File: src/rtl/fir_coeff_loader.sv
// fir_coeff_loader: serial coefficient loader with atomic commit on a sample boundary
module fir_coeff_loader #(
  parameter int COEFF_WIDTH = 8,
  parameter int NUM_TAPS = 4,
  parameter int IDX_WIDTH = 2,
  parameter logic [COEFF_WIDTH*NUM_TAPS-1:0] RESET_COEFF = '0
) (
  input  logic                            clk,
  input  logic                            rst_n,
  input  logic                            cfg_start,
  input  logic                            cfg_abort,
  input  logic                            cfg_valid,
  output logic                            cfg_ready,
  input  logic [COEFF_WIDTH-1:0]          cfg_data,
  input  logic                            sample_tick,
  output logic [COEFF_WIDTH*NUM_TAPS-1:0] packed_coeff,
  output logic                            busy,
  output logic                            commit_done
);
  typedef enum logic [1:0] {IDLE, LOAD, ARMED} state_t;
  localparam logic [IDX_WIDTH-1:0] LAST = IDX_WIDTH'(NUM_TAPS - 1);
  state_t                          state_q, state_d;
  logic [IDX_WIDTH-1:0]            idx_q, idx_d;
  logic [COEFF_WIDTH*NUM_TAPS-1:0] shadow_q, shadow_d;
  logic [COEFF_WIDTH*NUM_TAPS-1:0] packed_q, packed_d;
  logic                            done_q, done_d;
  logic                            accept;
  assign cfg_ready    = state_q == LOAD;
  assign busy         = state_q != IDLE;
  assign packed_coeff = packed_q;
  assign commit_done  = done_q;
  assign accept       = cfg_valid && cfg_ready;
  // next state: abort beats restart, restart beats accept/tick
  always_comb begin
    state_d  = state_q;
    idx_d    = idx_q;
    shadow_d = shadow_q;
    packed_d = packed_q;
    done_d   = 1'b0;
    if (cfg_abort) begin
      state_d = IDLE;
      idx_d   = '0;
    end else if (cfg_start) begin
      state_d = LOAD;
      idx_d   = '0;
    end else if (state_q == LOAD && accept) begin
      shadow_d[int'(idx_q)*COEFF_WIDTH +: COEFF_WIDTH] = cfg_data;
      state_d = idx_q == LAST ? ARMED : LOAD;
      idx_d   = idx_q == LAST ? '0 : idx_q + IDX_WIDTH'(1);
    end else if (state_q == ARMED && sample_tick) begin
      packed_d = shadow_q;
      done_d   = 1'b1;
      state_d  = IDLE;
    end
  end
  // state, shadow bank and live bus registers
  always_ff @(posedge clk) begin
    if (!rst_n) begin
      state_q  <= IDLE;
      idx_q    <= '0;
      shadow_q <= '0;
      packed_q <= RESET_COEFF;
      done_q   <= 1'b0;
    end else begin
      state_q  <= state_d;
      idx_q    <= idx_d;
      shadow_q <= shadow_d;
      packed_q <= packed_d;
      done_q   <= done_d;
    end
  end
endmodule

File: config.mk
export PLATFORM = sky130hd
export DESIGN_NAME = fir_coeff_loader
export DESIGN_NICKNAME = d
export VERILOG_FILES = /design/src/rtl/fir_coeff_loader.sv
export SDC_FILE = /design/constraint.sdc
export NUM_CORES = 1
export LEC_CHECK = 0
export BUFFER_PORTS_ARGS = -buffer_cell sky130_fd_sc_hd__buf_2
export CORE_UTILIZATION = 35
export DETAILED_ROUTE_END_ITERATION = 7
export HOLD_SLACK_MARGIN = 0.12
export SLEW_MARGIN = 25
export SYNTH_ARGS = -nofsm -noshare
export SYNTH_HDL_FRONTEND = slang
export SYNTH_SLANG_ARGS = --single-unit
File: constraint.sdc
create_clock -name clk -period 2.4 [get_ports clk]
set_input_delay 0.24 -clock clk [delete_from_list [all_inputs] [get_ports clk]]
set_output_delay 0.24 -clock clk [all_outputs]
set_load 0.01 [all_outputs]
==> flow_summary.yaml, run 1 <==
status:
  result_of_the_run: "complete, no violations"
floorplanning:
  row_count: 32
  initial_core_util_pct: 36.5
  dieArea_um2: 8470
  die_w_um: 92.0
  floorplan_die_height_um: 92.0
  coreArea_um2: 7770
  pin_count: 49
synth:
  synth_flop_cell: "sky130_fd_sc_hd__dfxtp_1"
  synth_area_per_cell_um2: 9.95
  yosysSeqAreaShare_pct: 48.7
  number_of_distinct_library_cell_variants_in_the_gate_level_netlist_after_synthesis: 24
  ys_seq_elements: 69
  synth.cell_area_um2: 2840
  synthesis.instances: 285
  synth_async_sr_flop_share_pct: 0
  synthesis.yosys.warnings: 0
  syn_nets: 305
  synth_enable_flop_cells: 0
worst_setup_path:
  reg2reg_setup_slack_ps: 350
  criticalPathCategory: "flip-flop to flip-flop"
  worstPathArrival_ps: 2310
  r2r-start: "idx_q[0]"
  endpoint_kind: "flip-flop"
  cp_slowest_stage_delay_ps: 540
  worst_r2r_endpoint: "shadow_q[20]"
  worst_setup_path_start_kind: "flip-flop"
  critical_path_required_ps: 2660
  timing.critical_path.cells: "inv_1 -> ha_1 -> nor4b_2 -> nand3_1 -> mux2i_1"
  timing.reg2reg.worst_path_depth: 5
  cell_type_of_the_slowest_stage_on_the_worst_timing_path: "sky130_fd_sc_hd__dfxtp_1"
  worst-path-max-fanout: 10
power:
  power.leakage_uw: 0.00155
  power.share.combinational_pct: 3.4
  power.ir.vdd_worst_mv: 0.285
  power.total_uw: 2240
  p_seq_share_pct: 51.3
  p_clk_share_pct: 45.2
  internal_power_uw: 1770
  switchingPower_uw: 465
  power.density_cell_area_nw_per_um2: 667
  netSwitchingFraction_pct: 20.8
timing:
  worst_margin_slew_ps: 598
  timing_max_transition_violations_final: 0
  finalHoldViolations: 0
  skew_ps: 6.65
  timing.final.crit_share_pct: 85.2
  relSlewSlack_pct: 60.0
  finalCriticalPeriod_ps: 2050
  setup_violations: 0
  setup-tns-final_ps: 0
  rsz0062_at_grt: "no"
  fmax_mhz: 489
  whs_ps: 186
placement:
  dp.final_hpwl_mm: 3.97
  post_dp_cell_area_um2: 3130
  finalWeightedCongestion: 0.834
  buffer_ports.inserted: 48
worst_hold_path:
  depth_of_the_worst_hold_timing_path: 3
  hold_path_end: "state_q[0]"
  hp-class: "input pin to flip-flop"
  hold_path_startpoint: "cfg_start"
global_route:
  initial_antenna_violation_count: 0
  via_count_of_the_first_global_routing_pass: 1977
  grt_start_max_net_pins: 54
  globalRouteTotalUtil_pct: 14.9
  wire_length_of_the_first_global_routing_pass_mm: 9.61
  globalRouteOverflowTotal: 0
drt:
  dr_drc_count: 0
  drt-initial-drc-count: 117
  wirelength_mm: 5.85
  drt.antenna.violating_nets: 0
  drt_pre_antenna_iters: 5
  detailroute.via_count: 2100
  avgViaCountPerCell: 4.83
  wl_per_cell_um: 13.4
layout:
  final_common_cell: "sky130_fd_sc_hd__dfxtp_1"
  area_growth_syn_to_layout_pct: 18.3
  post_layout_instance_area_um2: 3350
  post_route_cells_drive_above_1_share_pct: 22.8
  most-common-layout-cells: "sky130_fd_sc_hd__dfxtp_1, sky130_fd_sc_hd__mux2i_1, sky130_fd_sc_hd__nand2_1, sky130_fd_sc_hd__buf_2, sky130_fd_sc_hd__nand3_1"
  insertedDiodeCount: 0
  layout.nets: 349
clocking:
  clock_sink_total: 69
  clk_path_buf_depth: 2
  cts_repair_resize_count: 0
  clk-insertion-delay-late_ps: 340
  cts_tree: "yes"
  clk_pin_slew_ps: 70
  cts.htree.levels: 3
  clockRootBuffer: "sky130_fd_sc_hd__clkbuf_8"
  number_of_clock_buffers_inserted_by_tritoncts: 9
job:
  max_cap_violations: 0
## per-layer routing
metal	global-route usage [%]	part of all wire, %	up-vias
met5	0	0	-
met4	6.25	1.7	0
met3	4.39	4.9	10
met2	22.8	44	41
met1	19.5	49	987
li1	-	-	1062
## state kept, by name (all words and copies together), names as in the netlist
register / count
commit_done: 1
idx_q: 2
packed_coeff: 32
shadow_q: 32
state_q: 2
## worst max-delay path: cells and delay by family (launching register included)
| family | cells | cell delay (ps) |
|---|---|---|
| buffers and inverters | 1 | 160 |
| and+or+nand+nor | 2 | 680 |
| adders and majority gates | 1 | 420 |
| DFF | 1 | 540 |
| muxes | 1 | 160 |
## power groups by stage
stage	Clock (µW)	Sequential (µW)	Combinational, µW
floorplan	0	1170	41.1
global placement	0	1170	74.3
detailed placement	0	1170	74.4
CTS	1040	1150	75.9
global route	1100	1150	84.1
finish	1010	1150	76.2
## cell usage after synthesis, types with 2 or more instances
cell	number	share of area [%]
sky130_fd_sc_hd__and3_4	3	1.2
sky130_fd_sc_hd__nor3b_2	2	0.88
sky130_fd_sc_hd__clkbuf_1	9	1.2
sky130_fd_sc_hd__and3b_1	2	0.62
sky130_fd_sc_hd__buf_2	5	0.88
sky130_fd_sc_hd__inv_1	3	0.40
sky130_fd_sc_hd__nand3_1	31	5.5
sky130_fd_sc_hd__nand2_1	65	8.6
sky130_fd_sc_hd__nor2b_1	4	0.88
sky130_fd_sc_hd__nand3_2	2	0.71
sky130_fd_sc_hd__ha_1	6	2.6
sky130_fd_sc_hd__mux2i_1	66	23
sky130_fd_sc_hd__buf_6	4	1.6
sky130_fd_sc_hd__dfxtp_1	69	49
sky130_fd_sc_hd__nor2_1	5	0.66
## timing repair
item                      in CTS  in global routing
buffers inserted               0                  0
hold buffers                   1                  0
hold endpoints to repair       1                  0
## cell type report
cell class | count | area (µm²)
Fill cell | 787 | 4410
Sequential cell | 69 | 1380
Multi-Input combinational cell | 194 | 1340
Timing Repair Buffer | 52 | 285
Clock buffer | 10 | 138
Tap cell | 102 | 128
Clock inverter | 5 | 75.1
Inverter | 3 | 11.3
## per-stage QoR
stage	cells	util (%)	setup slack (ps)
floorplan	285	-	691
global placement	419	40.3	488
detailed placement	419	40.3	365
CTS	435	43.2	358
global route	435	43.2	53.5
finish	435	43.2	354
## logic make-up (layout without fill, tap and decap cells)
kind of cell | Yosys count | count (layout) | synth area share (%)
buffers and inverters | 22 | 70 | 4.19
flip-flops | 69 | 69 | 48.7
AO/OA/AOI/OAI | 2 | 2 | 0.530
adder cells (fa/ha/maj) | 6 | 6 | 2.65
multiplexers | 66 | 66 | 23.3
AND/OR/NAND/NOR | 120 | 120 | 20.6
## worst max path at each step
stage                         from           end  slack (ps)  cells after the start
after floorplan           idx_q[0]  shadow_q[16]         690                      5
after global placement    idx_q[0]  shadow_q[16]         490                      5
after detailed placement  idx_q[0]  shadow_q[20]         370                      5
after CTS                 idx_q[0]  shadow_q[20]         360                      5
after global routing      idx_q[0]  shadow_q[16]          50                      5
final                     idx_q[0]  shadow_q[20]         350                      5
Note: power is estimated with default switching activity, not from simulation.
==> inputs of run 2 (changes only) <==
- ABC_CLOCK_PERIOD_IN_PS: not set -> 2000
- clock period: 2.4 -> 2 ns (I/O delays scaled with it)
==> flow_summary.yaml, run 2 (synthesis results as in run 1) <==
power:
  power.density_cell_area_nw_per_um2: 719
  power.share.combinational_pct: 4.0
  netSwitchingFraction_pct: 23.0
  internal_power_uw: 1840
  switchingPower_uw: 548
  power.leakage_uw: 0.00154
  power.ir.vdd_worst_mv: 0.239
  p_clk_share_pct: 38.3
  p_seq_share_pct: 57.8
layout:
  area_growth_syn_to_layout_pct: 17.0
  most-common-layout-cells: "sky130_fd_sc_hd__dfxtp_1, sky130_fd_sc_hd__mux2i_1, sky130_fd_sc_hd__nand2_1, sky130_fd_sc_hd__buf_2, sky130_fd_sc_hd__nand3_1"
  n_fill_cell: 796
  insertedDiodeCount: 0
  final_common_cell: "sky130_fd_sc_hd__dfxtp_1"
  multi_input_area_um2: 1340
  post_route_cells_drive_above_1_share_pct: 22.9
  ff_latch_area_um2: 1380
  layout.nets: 353
floorplanning:
  floorplan_die_height_um: 92.0
  pin_count: 49
  dieArea_um2: 8470
  die_w_um: 92.0
  row_count: 32
  initial_core_util_pct: 36.5
  coreArea_um2: 7770
worst_setup_path:
  crit_end: "shadow_q[28]"
  worstPathArrival_ps: 1980
  endpoint_kind: "flip-flop"
  timing.reg2reg.worst_path_depth: 5
  worst_setup_path_start_kind: "flip-flop"
  worst_setup_startpoint: "idx_q[1]"
  cp_slowest_stage_delay_ps: 490
  worst_r2r_endpoint: "shadow_q[28]"
  worst-path-max-fanout: 8
  reg2reg_setup_slack_ps: 300
  criticalPathCategory: "flip-flop to flip-flop"
  cell_type_of_the_slowest_stage_on_the_worst_timing_path: "sky130_fd_sc_hd__nor3b_2"
  critical_path_required_ps: 2270
  timing.critical_path.cells: "inv_1 -> ha_1 -> nor3b_2 -> nand3_1 -> mux2i_1"
  r2r-start: "idx_q[1]"
clocking:
  clk_pin_slew_ps: 70
  cts_tree: "yes"
  post_cts.repair.setup_buffers: 0
  number_of_clock_buffers_inserted_by_tritoncts: 9
  clockRootBuffer: "sky130_fd_sc_hd__clkbuf_8"
  cts.htree.levels: 3
  clk-insertion-delay-late_ps: 340
  clock_sink_total: 69
  clk_path_buf_depth: 2
placement:
  finalWeightedCongestion: 0.821
  buffer_ports.inserted: 48
  dp.final_hpwl_mm: 3.96
drt:
  dr_drc_count: 0
  route.met2.wl_mm: 2.48
  avgViaCountPerCell: 4.77
  wl_per_cell_um: 13.2
  wirelength_met1_mm: 2.91
  drt_pre_antenna_iters: 4
  wirelength_mm: 5.79
  drt-initial-drc-count: 96
  met3_wl_um: 282
  detailroute.via_count: 2088
  drt.antenna.violating_nets: 0
  topRoutingLayerUsed: "met4"
timing:
  relSlewSlack_pct: 63.4
  rsz0062_at_grt: "no"
  timing_max_transition_violations_final: 0
  finalCriticalPeriod_ps: 1700
  whs_ps: 137
  worst_margin_slew_ps: 548
  setup_violations: 0
  skew_ps: 4.79
  finalHoldViolations: 0
  setup-tns-final_ps: 0
  fmax_mhz: 587
  timing.final.crit_share_pct: 85.2
status:
  result_of_the_run: "complete, no violations"
worst_hold_path:
  hp-class: "input pin to flip-flop"
job:
  max_cap_violations: 0
global_route:
  initial_antenna_violation_count: 0
  globalRouteOverflowTotal: 0
  grt_start_max_net_pins: 52
  via_count_of_the_first_global_routing_pass: 1913
  globalRouteTotalUtil_pct: 14.4
  wire_length_of_the_first_global_routing_pass_mm: 9.25
run 2: changes by cell type in the layout (fill, tap and decap cells not counted):
cell / change
sky130_fd_sc_hd__bufinv_16: -2
sky130_fd_sc_hd__buf_4: +4
sky130_fd_sc_hd__clkbuf_1: +2
sky130_fd_sc_hd__clkbuf_8: -1
run 2: per-layer routing:
metal | vias to the layer above | GRT usage [%]
met4 | 0 | 7.42
met5 | - | 0
met3 | 10 | 4.06
li1 | 1055 | -
met2 | 45 | 21.3
met1 | 978 | 19.2
run 2: power by group through the flow:
stage               Sequential [µW]  Combinational, µW  Clock, µW
floorplan                      1410               49.3          0
global placement               1410               92.5          0
detailed placement             1410               91.9          0
CTS                            1380               93.8        948
global route                   1380                102        997
finish                         1380               94.3        912
run 2: timing repair:
item / CTS / global route
endpoints found under the hold margin: 1 / 0
hold buffers: 1 / 0
gates resized for setup: 0 / 0
run 2: worst min path at each step:
stage | start | to | slack [ps] | cells after the start
2_1_floorplan | cfg_abort | state_q[0] | 280 | 1
3_3_place_gp | cfg_abort | state_q[0] | 410 | 2
3_5_place_dp | cfg_abort | state_q[0] | 400 | 2
4_1_cts | cfg_data[2] | shadow_q[2] | 130 | 3
5_1_grt | cfg_data[2] | shadow_q[2] | 150 | 3
6_report | cfg_data[2] | shadow_q[2] | 140 | 3
run 2: metrics by stage:
stage / setup WS, ps / cells / utilization, % / cell area (µm²) / power [µW]
final: 295 / 438 / 42.7 / 3320 / 2380
after global routing: 155 / 438 / 42.7 / 3320 / 2480
after CTS: 285 / 438 / 42.7 / 3320 / 2420
after detailed placement: 293 / 423 / 40.7 / 3160 / 1500
after global placement: 377 / 423 / 40.7 / 3160 / 1500
after floorplan: 291 / 285 / - / 2840 / 1460
run 2: layout make-up:
| type | instances | share of cell area, % |
|---|---|---|
| flip-flops and latches | 69 | 41.6 |
| multi-input cells | 194 | 40.3 |
| repair buffers | 56 | 9.50 |
| clock buffers | 11 | 3.96 |
| well taps | 102 | 3.85 |
| clock inverters | 3 | 0.452 |
| inverters | 3 | 0.339 |
run 2: worst max-delay path: cells and delay by family (launching register included):
kind / cells / cell delay [ps]
mux: 1 / 150
buf+inv: 1 / 100
fa+ha+maj: 1 / 370
simple gates: 2 / 630
flops: 1 / 390
==> inputs of run 3 (changes only) <==
- ABC_AREA: not set -> 1
==> flow_summary.yaml, run 3 <==
drt:
  met3_wl_um: 313
  avgViaCountPerCell: 4.66
  topRoutingLayerUsed: "met4"
  wl_per_cell_um: 11.7
  wirelength_mm: 6.94
  drt_pre_antenna_iters: 4
  drt-initial-drc-count: 97
  drt.antenna.violating_nets: 0
  wirelength_met1_mm: 3.43
  route.met2.wl_mm: 2.92
  detailroute.via_count: 2756
  dr_drc_count: 0
layout:
  ff_latch_area_um2: 1380
  final_util_pct: 42.2
  layout.nets: 499
  multi_input_area_um2: 1410
  final_common_cell: "sky130_fd_sc_hd__nor2_1"
  post_layout_instance_area_um2: 3660
  area_growth_syn_to_layout_pct: 17.7
  n_fill_cell: 941
  most-common-layout-cells: "sky130_fd_sc_hd__nor2_1, sky130_fd_sc_hd__nand2_1, sky130_fd_sc_hd__dfxtp_1, sky130_fd_sc_hd__buf_2, sky130_fd_sc_hd__nand3_1"
  insertedDiodeCount: 0
  post_route_cells_drive_above_1_share_pct: 19.2
timing:
  worst_margin_slew_ps: 514
  fmax_mhz: 585
  finalCriticalPeriod_ps: 1710
  finalHoldViolations: 0
  relSlewSlack_pct: 65.7
  setup-tns-final_ps: 0
  timing_max_transition_violations_final: 0
  skew_ps: 5.05
  rsz0062_at_grt: "no"
  timing.final.crit_share_pct: 85.4
  setup_violations: 0
power:
  power.density_cell_area_nw_per_um2: 825
  power.ir.vdd_worst_mv: 0.462
  power.leakage_uw: 0.00184
floorplanning:
  row_count: 34
  coreArea_um2: 8680
  die_w_um: 96.3
  initial_core_util_pct: 35.8
  pin_count: 49
  dieArea_um2: 9260
  floorplan_die_height_um: 96.3
worst_setup_path:
  endpoint_kind: "flip-flop"
  r2r-start: "idx_q[0]"
  worst_setup_startpoint: "idx_q[0]"
  worst-path-max-fanout: 14
  reg2reg_setup_slack_ps: 290
  criticalPathCategory: "flip-flop to flip-flop"
  worst_r2r_endpoint: "state_q[0]"
  timing.reg2reg.worst_path_depth: 6
  worstPathArrival_ps: 1960
  worst_setup_path_start_kind: "flip-flop"
  critical_path_required_ps: 2250
synth:
  yosys-top-cells-count: "sky130_fd_sc_hd__nor2_1, sky130_fd_sc_hd__nand2_1, sky130_fd_sc_hd__dfxtp_1"
  synthesis.instances: 430
  synth_flop_cell: "sky130_fd_sc_hd__dfxtp_1"
  synthesis.yosys.warnings: 0
  synth_async_sr_flop_share_pct: 0
  yosys.area.top_type_share_pct: 44.4
  syn_nets: 450
  top_cells_by_area_synth: "sky130_fd_sc_hd__dfxtp_1, sky130_fd_sc_hd__nor2_1, sky130_fd_sc_hd__nand2_1"
  yosysSeqAreaShare_pct: 44.4
  ys_seq_elements: 69
  synth_area_per_cell_um2: 7.23
  synthMostInstantiatedCell: "sky130_fd_sc_hd__nor2_1"
  synth_enable_flop_cells: 0
  synth_largest_area_cell: "sky130_fd_sc_hd__dfxtp_1"
  synth.cell_area_um2: 3110
  number_of_distinct_library_cell_variants_in_the_gate_level_netlist_after_synthesis: 24
clocking:
  number_of_clock_buffers_inserted_by_tritoncts: 9
  clock_sink_total: 69
  post_cts.repair.setup_buffers: 0
  clk_pin_slew_ps: 80
  clockRootBuffer: "sky130_fd_sc_hd__clkbuf_8"
  cts.htree.levels: 3
  cts_repair_resize_count: 0
  clk-insertion-delay-late_ps: 350
  clk_path_buf_depth: 2
  cts_tree: "yes"
placement:
  dp.final_hpwl_mm: 4.81
  post_dp_cell_area_um2: 3370
  finalWeightedCongestion: 0.906
  buffer_ports.inserted: 48
worst_hold_path:
  hold_path_end: "state_q[1]"
  hold_path_startpoint: "cfg_abort"
  hp-class: "input pin to flip-flop"
  depth_of_the_worst_hold_timing_path: 4
status:
  result_of_the_run: "complete, no violations"
global_route:
  via_count_of_the_first_global_routing_pass: 2591
  wire_length_of_the_first_global_routing_pass_mm: 12.1
  globalRouteTotalUtil_pct: 17.2
  globalRouteOverflowTotal: 0
  initial_antenna_violation_count: 0
  grt_start_max_net_pins: 35
job:
  max_cap_violations: 0
-- run 3: cell types whose count changed after synthesis, moves of 3 or more --
cell                       change
sky130_fd_sc_hd__o21ai_0      +27
sky130_fd_sc_hd__nor2_4        +4
sky130_fd_sc_hd__nor2b_1       -4
sky130_fd_sc_hd__and3_4        -3
sky130_fd_sc_hd__nor2_2        +7
sky130_fd_sc_hd__inv_1        +24
sky130_fd_sc_hd__nand4_1       +4
sky130_fd_sc_hd__mux2i_1      -66
sky130_fd_sc_hd__buf_6        +10
sky130_fd_sc_hd__a21oi_1      +19
sky130_fd_sc_hd__o21ai_1       +5
sky130_fd_sc_hd__clkbuf_1      -5
sky130_fd_sc_hd__nor2_1      +120
sky130_fd_sc_hd__nand2_1       +5
-- run 3: cell type report --
type	instances	area share, %
Timing Repair Buffer	61	9.36
Sequential cell	69	37.7
Multi-Input combinational cell	307	38.6
Clock buffer	9	3.38
Clock inverter	7	3.96
Inverter	31	3.25
Tap cell	108	3.69
-- run 3: power breakdown --
part	internal (µW)	switching (µW)	total (µW)
Clock	963	575	1540
Combinational	34.8	67.7	102
Sequential	1380	2.90	1380
Total	2370	645	3020
-- run 3: layer usage --
metal | track usage, % | vias up
li1 | - | 1458
met3 | 4.34 | 17
met1 | 21.5 | 1228
met4 | 10.1 | 0
met2 | 26.6 | 53
met5 | 0 | -
-- run 3: worst max-delay path by stage --
stage	end	cells after the start	slack, ps
after global placement	shadow_q[23]	8	400
after floorplan	shadow_q[2]	7	280
after global routing	shadow_q[7]	7	110
after detailed placement	shadow_q[19]	8	330
final	state_q[0]	6	290
after CTS	shadow_q[19]	8	310
-- run 3: per-stage QoR --
step	total power, µW	hold slack, ps	setup WS [ps]	std cells
finish	3020	221	292	592
global route	3120	232	110	592
CTS	3050	207	309	592
detailed placement	1510	469	331	574
global placement	1510	457	403	574
floorplan	1470	317	277	430
-- run 3: timing repair --
action / CTS / global route
hold buffers: 2 / 0
setup endpoints to repair: 0 / 0
hold endpoints to repair: 1 / 0
-- run 3: cell families after synthesis --
logic type / Yosys count / share of synthesized area (%)
simple gates: 248 / 34.4
flops: 69 / 44.4
buf+inv: 54 / 10.1
compound gates: 53 / 8.69
fa+ha+maj: 6 / 2.41
-- run 3: critical path, stage by stage, from the launching register on --
cell                            delay, ps
sky130_fd_sc_hd__dfxtp_1              340
sky130_fd_sc_hd__buf_4                200
sky130_fd_sc_hd__ha_1                 200
sky130_fd_sc_hd__nand3_1              110
sky130_fd_sc_hd__a21oi_1              160
sky130_fd_sc_hd__nor2_1                50
sky130_fd_sc_hd__dlygate4sd3_1        540
